===== src/rtl/mem_arbiter_pkg.sv =====
// ---------------------------------------------------------------------------
// mem_arbiter_pkg
//   Shared definitions for the PSRAM arbiter: the FSM state encoding, the
//   fixed requester indices and the "no owner" grant code.
// ---------------------------------------------------------------------------
package mem_arbiter_pkg;

   typedef enum logic [2:0] {
      IDLE,
      ISSUE,
      WAIT_BUSY,
      WAIT_DONE,
      RESPOND,
      RELEASE
   } arb_state_e;

   // Requester slots; the picker's priority order depends on these values.
   localparam logic [1:0] REQ_VIC    = 2'd0;
   localparam logic [1:0] REQ_CPU    = 2'd1;
   localparam logic [1:0] REQ_LOADER = 2'd2;
   localparam logic [1:0] GRANT_NONE = 2'd3;

   localparam int unsigned ADDR_W = 24;
   localparam int unsigned DATA_W = 8;

endpackage


===== src/rtl/mem_arb_picker.sv =====
// ---------------------------------------------------------------------------
// mem_arb_picker
//   Combinational winner selection. The VIC always wins; the CPU and the
//   loader share the remaining bandwidth round-robin.
//
// Ports
//   req_i        in   3  request vector (index = requester id)
//   rr_loader_i  in   1  1 = loader preferred on a CPU/loader tie
//   winner_o     out  2  selected requester id (GRANT_NONE when none)
//   valid_o      out  1  at least one request present
// ---------------------------------------------------------------------------
module mem_arb_picker
   import mem_arbiter_pkg::*;
(
   input  logic [2:0] req_i,
   input  logic       rr_loader_i,
   output logic [1:0] winner_o,
   output logic       valid_o
);

   always_comb begin
      // NOTE: every output gets a default first so no path can infer a latch.
      winner_o = GRANT_NONE;
      valid_o  = 1'b1;
      if (req_i[REQ_VIC]) begin
         winner_o = REQ_VIC;
      end else if (req_i[REQ_CPU] && req_i[REQ_LOADER]) begin
         winner_o = rr_loader_i ? REQ_LOADER : REQ_CPU;
      end else if (req_i[REQ_CPU]) begin
         winner_o = REQ_CPU;
      end else if (req_i[REQ_LOADER]) begin
         winner_o = REQ_LOADER;
      end else begin
         valid_o = 1'b0;
      end
   end

endmodule


===== src/rtl/mem_arbiter.sv =====
// ---------------------------------------------------------------------------
// mem_arbiter
//   Serialises three requesters (VIC, CPU, loader) onto one PSRAM controller
//   port. One transaction at a time: the winner's fields are latched, cs is
//   held low while the controller is busy, the owner gets a one-cycle ack and
//   cs returns high for at least one cycle so the controller sees a new edge.
//
// Build option
//   MEM_ARB_TIMEOUT_EN  when defined, a watchdog aborts a transaction that
//                       waits TIMEOUT_CYCLES on the controller and sets the
//                       sticky o_err (no ack is given). Undefined: no
//                       watchdog, o_err is tied low.
//
// Ports
//   i_clkRAM          in   1   RAM clock
//   reset             in   1   asynchronous active-low reset
//   i_req/i_we/i_bank in   3   per-requester request, write, bank
//   i_addr            in   72  requester k at [24k+23:24k]
//   i_wdata           in   24  requester k at [8k+7:8k]
//   o_ack             out  3   one-cycle completion pulse
//   o_rdata           out  8   last read byte
//   o_grant           out  2   current owner, 3 when idle
//   o_err             out  1   sticky timeout flag
//   o_mem_*           out      chip-select (active-low) and latched fields
//   i_mem_busy, i_mem_dataReady, i_mem_rdata  in  controller status/data
// ---------------------------------------------------------------------------
module mem_arbiter
   import mem_arbiter_pkg::*;
#(
   parameter int unsigned TIMEOUT_CYCLES = 1024,
   parameter int unsigned NREQ           = 3
) (
   input  logic                     i_clkRAM,
   input  logic                     reset,
   input  logic [NREQ-1:0]          i_req,
   input  logic [NREQ-1:0]          i_we,
   input  logic [ADDR_W*NREQ-1:0]   i_addr,
   input  logic [NREQ-1:0]          i_bank,
   input  logic [DATA_W*NREQ-1:0]   i_wdata,
   output logic [NREQ-1:0]          o_ack,
   output logic [DATA_W-1:0]        o_rdata,
   output logic [1:0]               o_grant,
   output logic                     o_err,
   output logic                     o_mem_cs,
   output logic                     o_mem_write,
   output logic [ADDR_W-1:0]        o_mem_address,
   output logic                     o_mem_bank,
   output logic [DATA_W-1:0]        o_mem_wdata,
   input  logic                     i_mem_busy,
   input  logic                     i_mem_dataReady,
   input  logic [DATA_W-1:0]        i_mem_rdata
);

   arb_state_e        state_q, state_d;
   logic [1:0]        owner_q, owner_d;
   logic              rr_loader_q, rr_loader_d;
   logic [DATA_W-1:0] rdata_q, rdata_d;
   logic              write_q, write_d;
   logic [ADDR_W-1:0] addr_q, addr_d;
   logic              bank_q, bank_d;
   logic [DATA_W-1:0] wdata_q, wdata_d;

   logic [1:0]        pick_winner;
   logic              pick_valid;
   logic              timeout_fire;
   logic              unused_ok;

   mem_arb_picker u_picker (
      .req_i       (i_req),
      .rr_loader_i (rr_loader_q),
      .winner_o    (pick_winner),
      .valid_o     (pick_valid)
   );

   // ------------------------------------------------------------------------
   // Optional watchdog. The count spans both wait states so the limit covers
   // the whole time spent waiting on the controller.
   // ------------------------------------------------------------------------
`ifdef MEM_ARB_TIMEOUT_EN
   localparam int unsigned CNT_W = $clog2(TIMEOUT_CYCLES + 1);

   logic [CNT_W-1:0] wait_cnt_q, wait_cnt_d;
   logic             err_q, err_d;

   assign timeout_fire = (wait_cnt_q == CNT_W'(TIMEOUT_CYCLES - 1)) &&
                         (((state_q == WAIT_BUSY) && !i_mem_busy) ||
                          ((state_q == WAIT_DONE) &&  i_mem_busy));
   assign wait_cnt_d   = ((state_q == WAIT_BUSY) || (state_q == WAIT_DONE))
                         ? wait_cnt_q + 1'b1 : '0;
   assign err_d        = err_q | timeout_fire;

   always_ff @(posedge i_clkRAM or negedge reset) begin
      if (!reset) begin
         wait_cnt_q <= '0;
         err_q      <= 1'b0;
      end else begin
         wait_cnt_q <= wait_cnt_d;
         err_q      <= err_d;
      end
   end

   assign o_err     = err_q;
   // dataReady duplicates the falling edge of busy for this controller.
   assign unused_ok = i_mem_dataReady;
`else
   assign timeout_fire = 1'b0;
   assign o_err        = 1'b0;
   assign unused_ok    = i_mem_dataReady | (TIMEOUT_CYCLES == 0);
`endif

   // ------------------------------------------------------------------------
   // State and transaction registers
   // ------------------------------------------------------------------------
   always_ff @(posedge i_clkRAM or negedge reset) begin
      if (!reset) begin
         state_q     <= IDLE;
         owner_q     <= GRANT_NONE;
         rr_loader_q <= 1'b0;
         rdata_q     <= '0;
         write_q     <= 1'b0;
         addr_q      <= '0;
         bank_q      <= 1'b0;
         wdata_q     <= '0;
      end else begin
         // NOTE: state uses non-blocking assignments so every register samples
         // the pre-edge values regardless of statement order.
         state_q     <= state_d;
         owner_q     <= owner_d;
         rr_loader_q <= rr_loader_d;
         rdata_q     <= rdata_d;
         write_q     <= write_d;
         addr_q      <= addr_d;
         bank_q      <= bank_d;
         wdata_q     <= wdata_d;
      end
   end

   // ------------------------------------------------------------------------
   // Next-state and outputs
   // ------------------------------------------------------------------------
   always_comb begin
      state_d     = state_q;
      owner_d     = owner_q;
      rr_loader_d = rr_loader_q;
      rdata_d     = rdata_q;
      write_d     = write_q;
      addr_d      = addr_q;
      bank_d      = bank_q;
      wdata_d     = wdata_q;
      o_mem_cs    = 1'b1;
      o_ack       = '0;

      case (state_q)
         IDLE: begin
            // A busy controller (e.g. still initialising) blocks any grant.
            if (!i_mem_busy && pick_valid) begin
               owner_d = pick_winner;
               write_d = i_we[pick_winner];
               addr_d  = i_addr[ADDR_W*pick_winner +: ADDR_W];
               bank_d  = i_bank[pick_winner];
               wdata_d = i_wdata[DATA_W*pick_winner +: DATA_W];
               state_d = ISSUE;
            end
         end
         ISSUE: begin
            o_mem_cs = 1'b0;
            state_d  = WAIT_BUSY;
         end
         WAIT_BUSY: begin
            o_mem_cs = 1'b0;
            if (i_mem_busy) begin
               state_d = WAIT_DONE;
            end else if (timeout_fire) begin
               state_d = RELEASE;
            end
         end
         WAIT_DONE: begin
            o_mem_cs = 1'b0;
            if (!i_mem_busy) begin
               if (!write_q) begin
                  rdata_d = i_mem_rdata;
               end
               state_d = RESPOND;
            end else if (timeout_fire) begin
               state_d = RELEASE;
            end
         end
         RESPOND: begin
            o_mem_cs       = 1'b0;
            o_ack[owner_q] = 1'b1;
            // Whoever of CPU/loader was just served loses the next tie.
            if (owner_q == REQ_CPU) begin
               rr_loader_d = 1'b1;
            end else if (owner_q == REQ_LOADER) begin
               rr_loader_d = 1'b0;
            end
            state_d = RELEASE;
         end
         RELEASE: begin
            owner_d = GRANT_NONE;
            state_d = IDLE;
         end
         default: begin
            state_d = IDLE;
         end
      endcase
   end

   assign o_grant       = owner_q;
   assign o_rdata       = rdata_q;
   assign o_mem_write   = write_q;
   assign o_mem_address = addr_q;
   assign o_mem_bank    = bank_q;
   assign o_mem_wdata   = wdata_q;

endmodule


===== config.mk =====
export PLATFORM = sky130hd
export DESIGN_NAME = mem_arbiter
export DESIGN_NICKNAME = d
export VERILOG_FILES = /design/src/rtl/mem_arbiter_pkg.sv /design/src/rtl/mem_arb_picker.sv /design/src/rtl/mem_arbiter.sv
export SDC_FILE = /design/constraint.sdc
export NUM_CORES = 1
export LEC_CHECK = 0
export ABC_AREA = 1
export CAP_MARGIN = 10
export CORE_MARGIN = 5
export CORE_UTILIZATION = 41
export CTS_BUF_LIST = sky130_fd_sc_hd__clkbuf_4 sky130_fd_sc_hd__clkbuf_8 sky130_fd_sc_hd__clkbuf_16
export DETAILED_ROUTE_END_ITERATION = 6
export PLACE_DENSITY = 0.82
export SLEW_MARGIN = 20
export SYNTH_ARGS = -nofsm -noshare
export SYNTH_HDL_FRONTEND = slang
export SYNTH_SLANG_ARGS = --single-unit

===== constraint.sdc =====
create_clock -name i_clkRAM -period 1.6 [get_ports i_clkRAM]
set_clock_uncertainty 0.2 [all_clocks]
set_input_delay 0.32 -clock i_clkRAM [delete_from_list [all_inputs] [get_ports i_clkRAM]]
set_output_delay 0.32 -clock i_clkRAM [all_outputs]
set_load 0.05 [all_outputs]

* Yosys cells after proc, flatten, opt, wreduce, memory -nomap -nowiden
Cells that the tools add are included.
** Word-level totals
- Output and inout bits :: 49
- Bits in registers :: 48
- Logic and storage cells :: 64
** Cells by class
- Multipliers :: 1
- Reduce and logical (&&, ||, !) cells :: 13
- Shift-type cells :: 2
- Magnitude comparators :: 3
- Bitwise operators :: 2
- Multiplexer cells :: 25
- Equality and inequality tests :: 10
** Operators by type and width (number)
- $shiftx 72x8->24 :: 1
- $shiftx 24x6->8 :: 1
- $pmux 3 s5 :: 1
- $mux 3 :: 4
- $mux 1 :: 11
- $mux 2 :: 5
- $eq 3x2->1 const B :: 2
- $eq 3x3->1 const B :: 2
- $lt 2x3->1 const B :: 2
- $ne 2x2->1 const B :: 3
- $reduce_and 2->1 :: 3
- $reduce_and 3->1 :: 2
- $bmux 1 s2 :: 2
- $mul 2x2->4 const A :: 1
- $pmux 2 s2 :: 1
- $reduce_bool 2->1 :: 2
- $reduce_or 4->1 :: 1
- $eq 3x1->1 const B :: 1
- $logic_and 1x1->1 :: 3
- $logic_not 3->1 :: 1
- $demux 1 s2 :: 1
- $eq 2x1->1 const B :: 1
- $eq 2x2->1 const B :: 1
- $ge 2x1->1 const B :: 1
- other kinds (2) :: 3

* Logic depth before layout (Yosys ltp)
Gate-level depths: netlist of run 1.
- Word-level depth :: 7
- Gate-level depth with buffers :: 10
- Mapped depth without buffers :: 9

* Cells and area by module
From an unflattened synthesis of run 1, not the netlist that was laid out.
** Unflattened totals
- Cells, all modules :: 503
- Area total of the unflattened synthesis :: 3104.2 µm²
** Modules (own cells, without submodules)
- mem_arbiter :: instances 1, area each 3060.4 µm², cells each 492, seq. area each 1203.7 µm²
- mem_arb_picker :: instances 1, area each 43.8 µm², cells each 11, seq. area each 0.0 µm²

* Worst setup path after synthesis of run 1
OpenSTA, ideal clock, no wires.
- Kind :: register -> output
- Start :: register state_q[0]
- End :: output o_mem_cs
- Slack :: -0.688 ns
- Cell stages (with the launch flop) :: 5
- Arrival time :: 1.768 ns
- Required time :: 1.080 ns
- Path buffers :: 0
- Cell sequence :: dfrtp_1 inv_1 nand2_1 nand3_1 nor3b_1
** On the way
- Cells in the longest elaborated chain, start to end :: 3
- Elaborated cells on any way between the ends :: 6
- Those cells by class :: 4 x eq/ne; 1 x mux; 1 x reduce/logical
** Ends and longest elaborated chain
- from (decl) :: RTL line mem_arbiter.sv:54 : arb_state_e state_q, state_d;
- from (signal assigned) :: RTL line mem_arbiter.sv:127 : state_q <= state_d;
- $eq 3x3->1, or another cell as far along :: RTL line mem_arbiter.sv:153 : case (state_q)
- $reduce_or 4->1 (no line) *
- $mux 1 * :: RTL line mem_arbiter.sv:153
- to (decl) :: RTL line mem_arbiter.sv:44 : output logic o_mem_cs,
Mark *: on every way between the ends. The rest lies on a longest branch, timed or not.

* Worst setup path after layout of run 1
- Start :: register owner_q[1] (netlist: o_grant[1])
- End :: output o_ack[0]
** On the way
- Cells in the longest elaborated chain, start to end :: 5
- Elaborated cells on any way between the ends :: 6
- Those cells by class :: 2 x order compare; 3 x mux; 1 x reduce/logical
** Ends and longest elaborated chain
- from (decl) :: RTL line mem_arbiter.sv:55 : logic [1:0] owner_q, owner_d;
- from (signal assigned) :: RTL line mem_arbiter.sv:128 : owner_q <= owner_d;
- $lt 2x3->1 (implied by the code) or $ge 2x1->1 (tied branches) :: RTL line mem_arbiter.sv:190 : o_ack[owner_q] = 1'b1;
- $logic_and 1x1->1 (implied by the code) :: RTL line mem_arbiter.sv:190
- $mux 1 (implied by the code) :: RTL line mem_arbiter.sv:190
- $demux 1 s2 * :: RTL line mem_arbiter.sv:190
- $mux 3 * :: RTL line mem_arbiter.sv:153
- to (decl) :: RTL line mem_arbiter.sv:40 : output logic [NREQ-1:0] o_ack,
Marked as above.

==> results of run 1 <==
## critical path: cells and delay by family (launching register included)
kind / cells / cell delay, ps
flip-flops: 1 / 660
buffers and inverters: 3 / 280
adder cells (fa/ha/maj): 1 / 190
AND/OR/NAND/NOR: 1 / 40
## worst paths after layout
check	slack (ps)	start	depth (start not counted)	endpoint
worst max-delay path	-380	o_grant[1]$_DFFE_PN1P_	5	o_ack[0]
worst min-delay path	350	reset	3	o_mem_wdata[1]$_DFFE_PN0P_
worst max register to register	-60	state_q[2]$_DFFE_PN0P_	6	o_rdata[6]$_DFFE_PN0P_
worst min register to register	350	o_mem_address[1]$_DFFE_PN0P_	2	o_mem_address[1]$_DFFE_PN0P_
max in group asynchronous	580	reset	3	o_grant[1]$_DFFE_PN1P_
min in group i_clkRAM	350	o_mem_address[1]$_DFFE_PN0P_	2	o_mem_address[1]$_DFFE_PN0P_
## synth_stat cells (all sizes together)
library cell,number
a21oi,3
buf,21
clkbuf,9
clkinv,1
conb,1
dfrtp,46
dfstp,2
ha,3
inv,82
mux2,8
nand2,185
nand3,70
nand4,35
nor2,10
nor3,1
nor3b,1
o21ai,5
o22ai,1
## what timing repair did
| item | CTS | global route |
|---|---|---|
| gates resized for setup | 27 | 10 |
| gates cloned | 0 | 2 |
| setup endpoints to repair | 49 | 51 |
| endpoints found under the hold margin | 46 | 0 |
| pin swaps | 4 | 1 |
| hold buffers | 1 | 0 |
| setup buffers | 7 | 5 |
## per-stage QoR
step	hold WS, ps	TNS (ps)	cell area, um^2
6_report	351	-2350	6130
5_1_grt	351	-2750	6120
4_1_cts	314	-1940	6000
3_5_place_dp	133	-14820	5740
3_3_place_gp	124	-13500	5740
2_1_floorplan	-176	-229	3300
## where the power goes
group | switching, W | total, W | internal [W]
Sequential | 0.000659 | 0.00248 | 0.00182
Clock | 0.000451 | 0.000922 | 0.000472
Combinational | 0.00395 | 0.00758 | 0.00363
Total | 0.00506 | 0.0110 | 0.00592
## sequential cells by signal, summed over array words and instances, names as in the netlist
signal / flops
o_mem_write: 1
o_mem_wdata: 8
o_mem_address: 24
o_mem_bank: 1
rr_loader_q: 1
o_rdata: 8
o_grant: 2
state_q: 3
## cell type report
class	instances	area share, %
multi-input cells	323	27.3
flip-flops and latches	48	19.8
inverters	83	5.19
clock buffers	5	1.12
repair buffers	210	43.7
well taps	102	2.08
clock inverters	3	0.756
diodes	1	0.0408
## cell families (layout without fill, tap and decap cells)
kind of cell	count (synthesis)	in the layout	synth area share (%)
compound gates	9	9	1.78
mux	8	8	2.79
other cells	1	2	0.116
simple gates	302	302	41.6
fa+ha+maj	3	3	1.16
buf+inv	113	301	15.3
flops	48	48	37.2
## per-layer routing
layer,part of all wire (%),routed length (um),vias to the layer above
met5,0,0,-
met1,38,4770,1854
met2,49,6160,293
met3,10,1300,48
met4,3.4,436,0
li1,-,-,1887
==> flow_metrics.tcl, run 1 <==
set metrics [dict create \
    run_status "finished, violations left" \
    violations "negative setup slack" \
    critPathCaptureType "output pin" \
    p_total_w 0.0110 \
    use_met2_pct 41.1 \
    fin_cells 775 \
    regArea_um2 1210 \
    clk_latency_ps 300 \
    antenna_found_initial 0 \
    synth_seq_area_share_pct 37.2 \
    grt_max_degree 49 \
    cts_tree "yes" \
    viasPerCell 5.27 \
    cp-start-kind "flip-flop" \
    required_ps 1080 \
    start_util_pct 42.0 \
    yosys.cell_types.count 24 \
    synth_area_leaders "dfrtp_1 (36%), nand2_1 (21%), nand3_1 (11%), inv_1 (9.3%), nand4_1 (6.8%)" \
    dp_hpwl_um 8840 \
    ios 166 \
    arrival_ps 1460 \
    hp-class "input pin to async pin" \
    synth_cells 484 \
    power_leakage_nw 3.13 \
    antenna_left 0 \
    grt_use_total_pct 23.8 \
    overflow 0 \
    crit_chain "inv_2 -> ha_1 -> inv_2 -> nor2_4 -> buf_12" \
    wl_per_cell_um 16.4 \
    routabilityCongestion 0.914 \
    dp_cells 752 \
    p_per_area_nw_per_um2 1790 \
    max-vdd-ir-drop_v 0.000975 \
    fmax_ghz 0.504 \
    cts_made_buffers 5 \
    top_usage_layer "met2" \
    syn_nets 604 \
    rsz0062_at_grt "true" \
    drive_above_1_share_pct 21.7 \
    cpPeakStageDelay_ps 660 \
    critPathKind "flip-flop to output pin" \
    portBuffers 163 \
    cp_common_cell "inv_2" \
    syn_area_per_cell_um2 6.68 \
    core_um2 7690 \
    htreeDepth 2 \
    period_needed_ps 1980 \
    die_area_um2 9760 \
    hold_viol 0 \
    cts-root-buf "clkbuf_8" \
    slowest_stage "dfstp_4" \
    grt_use_met1_pct 28.8 \
    num_vias 4082 \
    final_util_pct 79.7 \
    maxSlewViolCount 0 \
    fin_ws_ps -384 \
    dp_slack_ps -381 \
    clk_pin_slew_ps 100 \
    setup_viol 18 \
    die_height_um 98.8 \
    cts.sinks 48 \
    die_x_um 98.8 \
    placementRows 32 \
    dr.pass1.iters 6 \
    syn2layout_area_growth_pct 89.5 \
    worstPathMaxFanout 3 \
    synth-seq-cells 48 \
    synth_top_area_share_pct 35.6 \
    layout_common_cells "nand2_1 (177), clkdlybuf4s50_1 (111), inv_1 (71)" \
    cts.path.max_buffers 2 \
    synth.yosys.warnings 0 \
    met3_usage_pct 5.52 \
    drc 0 \
    drt_iter0_drc 269 \
    syn_area_um2 3230 \
    grt_pass1_wl_um 18900 \
    wirelength_um 12700 \
    fin_nets 791 \
    multiInputGateArea_um2 1670 \
    layout_commonest_cell "nand2_1" \
    cap_violations 0 \
    n_fill_cell 482 \
    yosysTopAreaCell "dfrtp_1" \
    grt_pass1_vias 3932 \
    fin_crit_sh_pct 124 \
]
Note: power is estimated with default switching activity, not from simulation.
==> run 2, diff against run 1 <==
--- a/config.mk
+++ b/config.mk
@@ -7,7 +7,6 @@
 export LEC_CHECK = 0
 export ABC_AREA = 1
 export CAP_MARGIN = 10
-export CORE_MARGIN = 5
 export CORE_UTILIZATION = 41
 export CTS_BUF_LIST = sky130_fd_sc_hd__clkbuf_4 sky130_fd_sc_hd__clkbuf_8 sky130_fd_sc_hd__clkbuf_16
 export DETAILED_ROUTE_END_ITERATION = 6
==> flow_metrics.tcl, run 2 (synthesis gave the netlist of run 1 again) <==
set metrics [dict create \
    antenna_found_initial 0 \
    p_sw_share_pct 46.2 \
    cts.sinks 48 \
    syn2layout_area_growth_pct 84.4 \
    pwr-share-seq_pct 23.8 \
    critPathKind "flip-flop to output pin" \
    grt_pass1_wl_um 18700 \
    cts_made_buffers 5 \
    fin_ws_ps -345 \
    rsz0062_at_grt "true" \
    max-vdd-ir-drop_v 0.000980 \
    arrival_ps 1430 \
    dp_slack_ps -409 \
    drt_iter0_drc 224 \
    layout_commonest_cell "nand2_1" \
    r2r_cells 5 \
    drc 0 \
    period_needed_ps 1950 \
    num_vias 4035 \
    holdWs_ps 349 \
    pwr-share-clk_pct 7.2 \
    antenna_left 0 \
    clk_latency_ps 290 \
    hold_viol 0 \
    wl_per_cell_um 14.9 \
    cap_violations 0 \
    dr.pass1.iters 5 \
    setup_viol 14 \
    required_ps 1080 \
    ios 166 \
    wirelength_um 11500 \
    maxSlewViolCount 0 \
    violations "negative setup slack" \
    grt_pass1_vias 4077 \
    final_util_pct 77.5 \
    viasPerCell 5.23 \
    die_area_um2 8240 \
    p_per_area_nw_per_um2 1750 \
    grt_max_degree 49 \
    core_um2 7690 \
    fin_crit_sh_pct 122 \
    placementRows 32 \
    routabilityCongestion 0.838 \
    die_x_um 90.8 \
    portBuffers 163 \
    p_int_w 0.00561 \
    die_height_um 90.8 \
    grt_use_total_pct 28.2 \
    dp_hpwl_um 8800 \
    fin_nets 788 \
    cts.path.max_buffers 2 \
    run_status "finished, violations left" \
    fmax_ghz 0.514 \
    layout_common_cells "nand2_1 (180), clkdlybuf4s50_1 (111), inv_1 (71)" \
    cp-start-kind "flip-flop" \
    p_comb_share_pct 69.0 \
    cts-root-buf "clkbuf_8" \
    start_util_pct 42.0 \
    setup_tns_ps -1720 \
    power_leakage_nw 3.07 \
    critPathCaptureType "output pin" \
    worstPathMaxFanout 2 \
    htreeDepth 2 \
    r2r_setup_slack_ps -20 \
    clk_pin_slew_ps 90 \
    cts_tree "yes" \
    timing.rr.start "state_q[0]$_DFFE_PN0P_" \
    overflow 0 \
    hp-class "input pin to async pin" \
    crit_start "o_grant[1]$_DFFE_PN1P_" \
    drive_above_1_share_pct 20.6 \
    worstReg2RegEnd "o_rdata[3]$_DFFE_PN0P_" \
    largest_reg_flops 24 \
    netSwitchingPower_w 0.00482 \
]
[run 2: changes by cell type in the layout (fill, tap and decap cells not counted), moves of 2 or more]
cell / delta
nor2_4: -2
clkbuf_16: -2
buf_12: -2
clkinvlp_4: -2
buf_4: +3
nand2_1: +3
clkinv_2: +2
buf_6: -2
[run 2: how the worst max path moves through the flow]
stage,to,depth (start not counted)
after CTS,o_ack[1],5
after floorplan,o_ack[2],3
after detailed placement,o_grant[0]$_DFFE_PN1P_,8
after global placement,o_mem_address[11]$_DFFE_PN0P_,8
final,o_ack[2],5
after global routing,o_ack[1],5
[run 2: what timing repair did]
item	4_1_cts	5_1_grt
hold buffers	1	0
endpoints found under the setup margin	50	50
setup buffers	4	1
pin swaps	2	1
resized for setup	20	4
hold endpoints to repair	46	0
[run 2: cell type report]
cell class	count	area (um^2)
Timing Repair Buffer	207	2590
Fill cell	545	1730
Multi-Input combinational cell	323	1620
Sequential cell	48	1210
Inverter	83	317
Tap cell	102	128
Clock buffer	6	82.6
Clock inverter	2	10.0
Antenna cell	1	2.50
[run 2: worst max-delay path: stages, from the launching register on]
cell and delay, ps:
dfstp_4 640, buf_12 100, ha_4 120, inv_2 40, nor2_4 90, buf_12 140
[run 2: power groups by stage]
stage               Combinational, W  Clock (W)  Sequential [W]
floorplan                    0.00172          0         0.00396
global placement             0.00681          0         0.00245
detailed placement           0.00698          0         0.00248
CTS                          0.00718   0.000775         0.00247
global route                 0.00754   0.000819         0.00253
finish                       0.00720   0.000755         0.00248
[run 2: through the flow]
| step | power, W | cell area (um^2) | std cells |
|---|---|---|---|
| 3_3_place_gp | 0.00926 | 5770 | 758 |
| 2_1_floorplan | 0.00568 | 3300 | 484 |
| 6_report | 0.0104 | 5960 | 772 |
| 5_1_grt | 0.0109 | 5960 | 771 |
| 4_1_cts | 0.0104 | 5950 | 771 |
| 3_5_place_dp | 0.00946 | 5770 | 758 |
[run 2: metal layers]
metal / vias up / GRT usage (%) / wire [um]
li1: 1877 / - / -
met1: 1867 / 33.0 / 4290
met2: 257 / 50.3 / 5820
met3: 34 / 6.31 / 1070
met4: 0 / 10.2 / 280
met5: - / 0 / 0
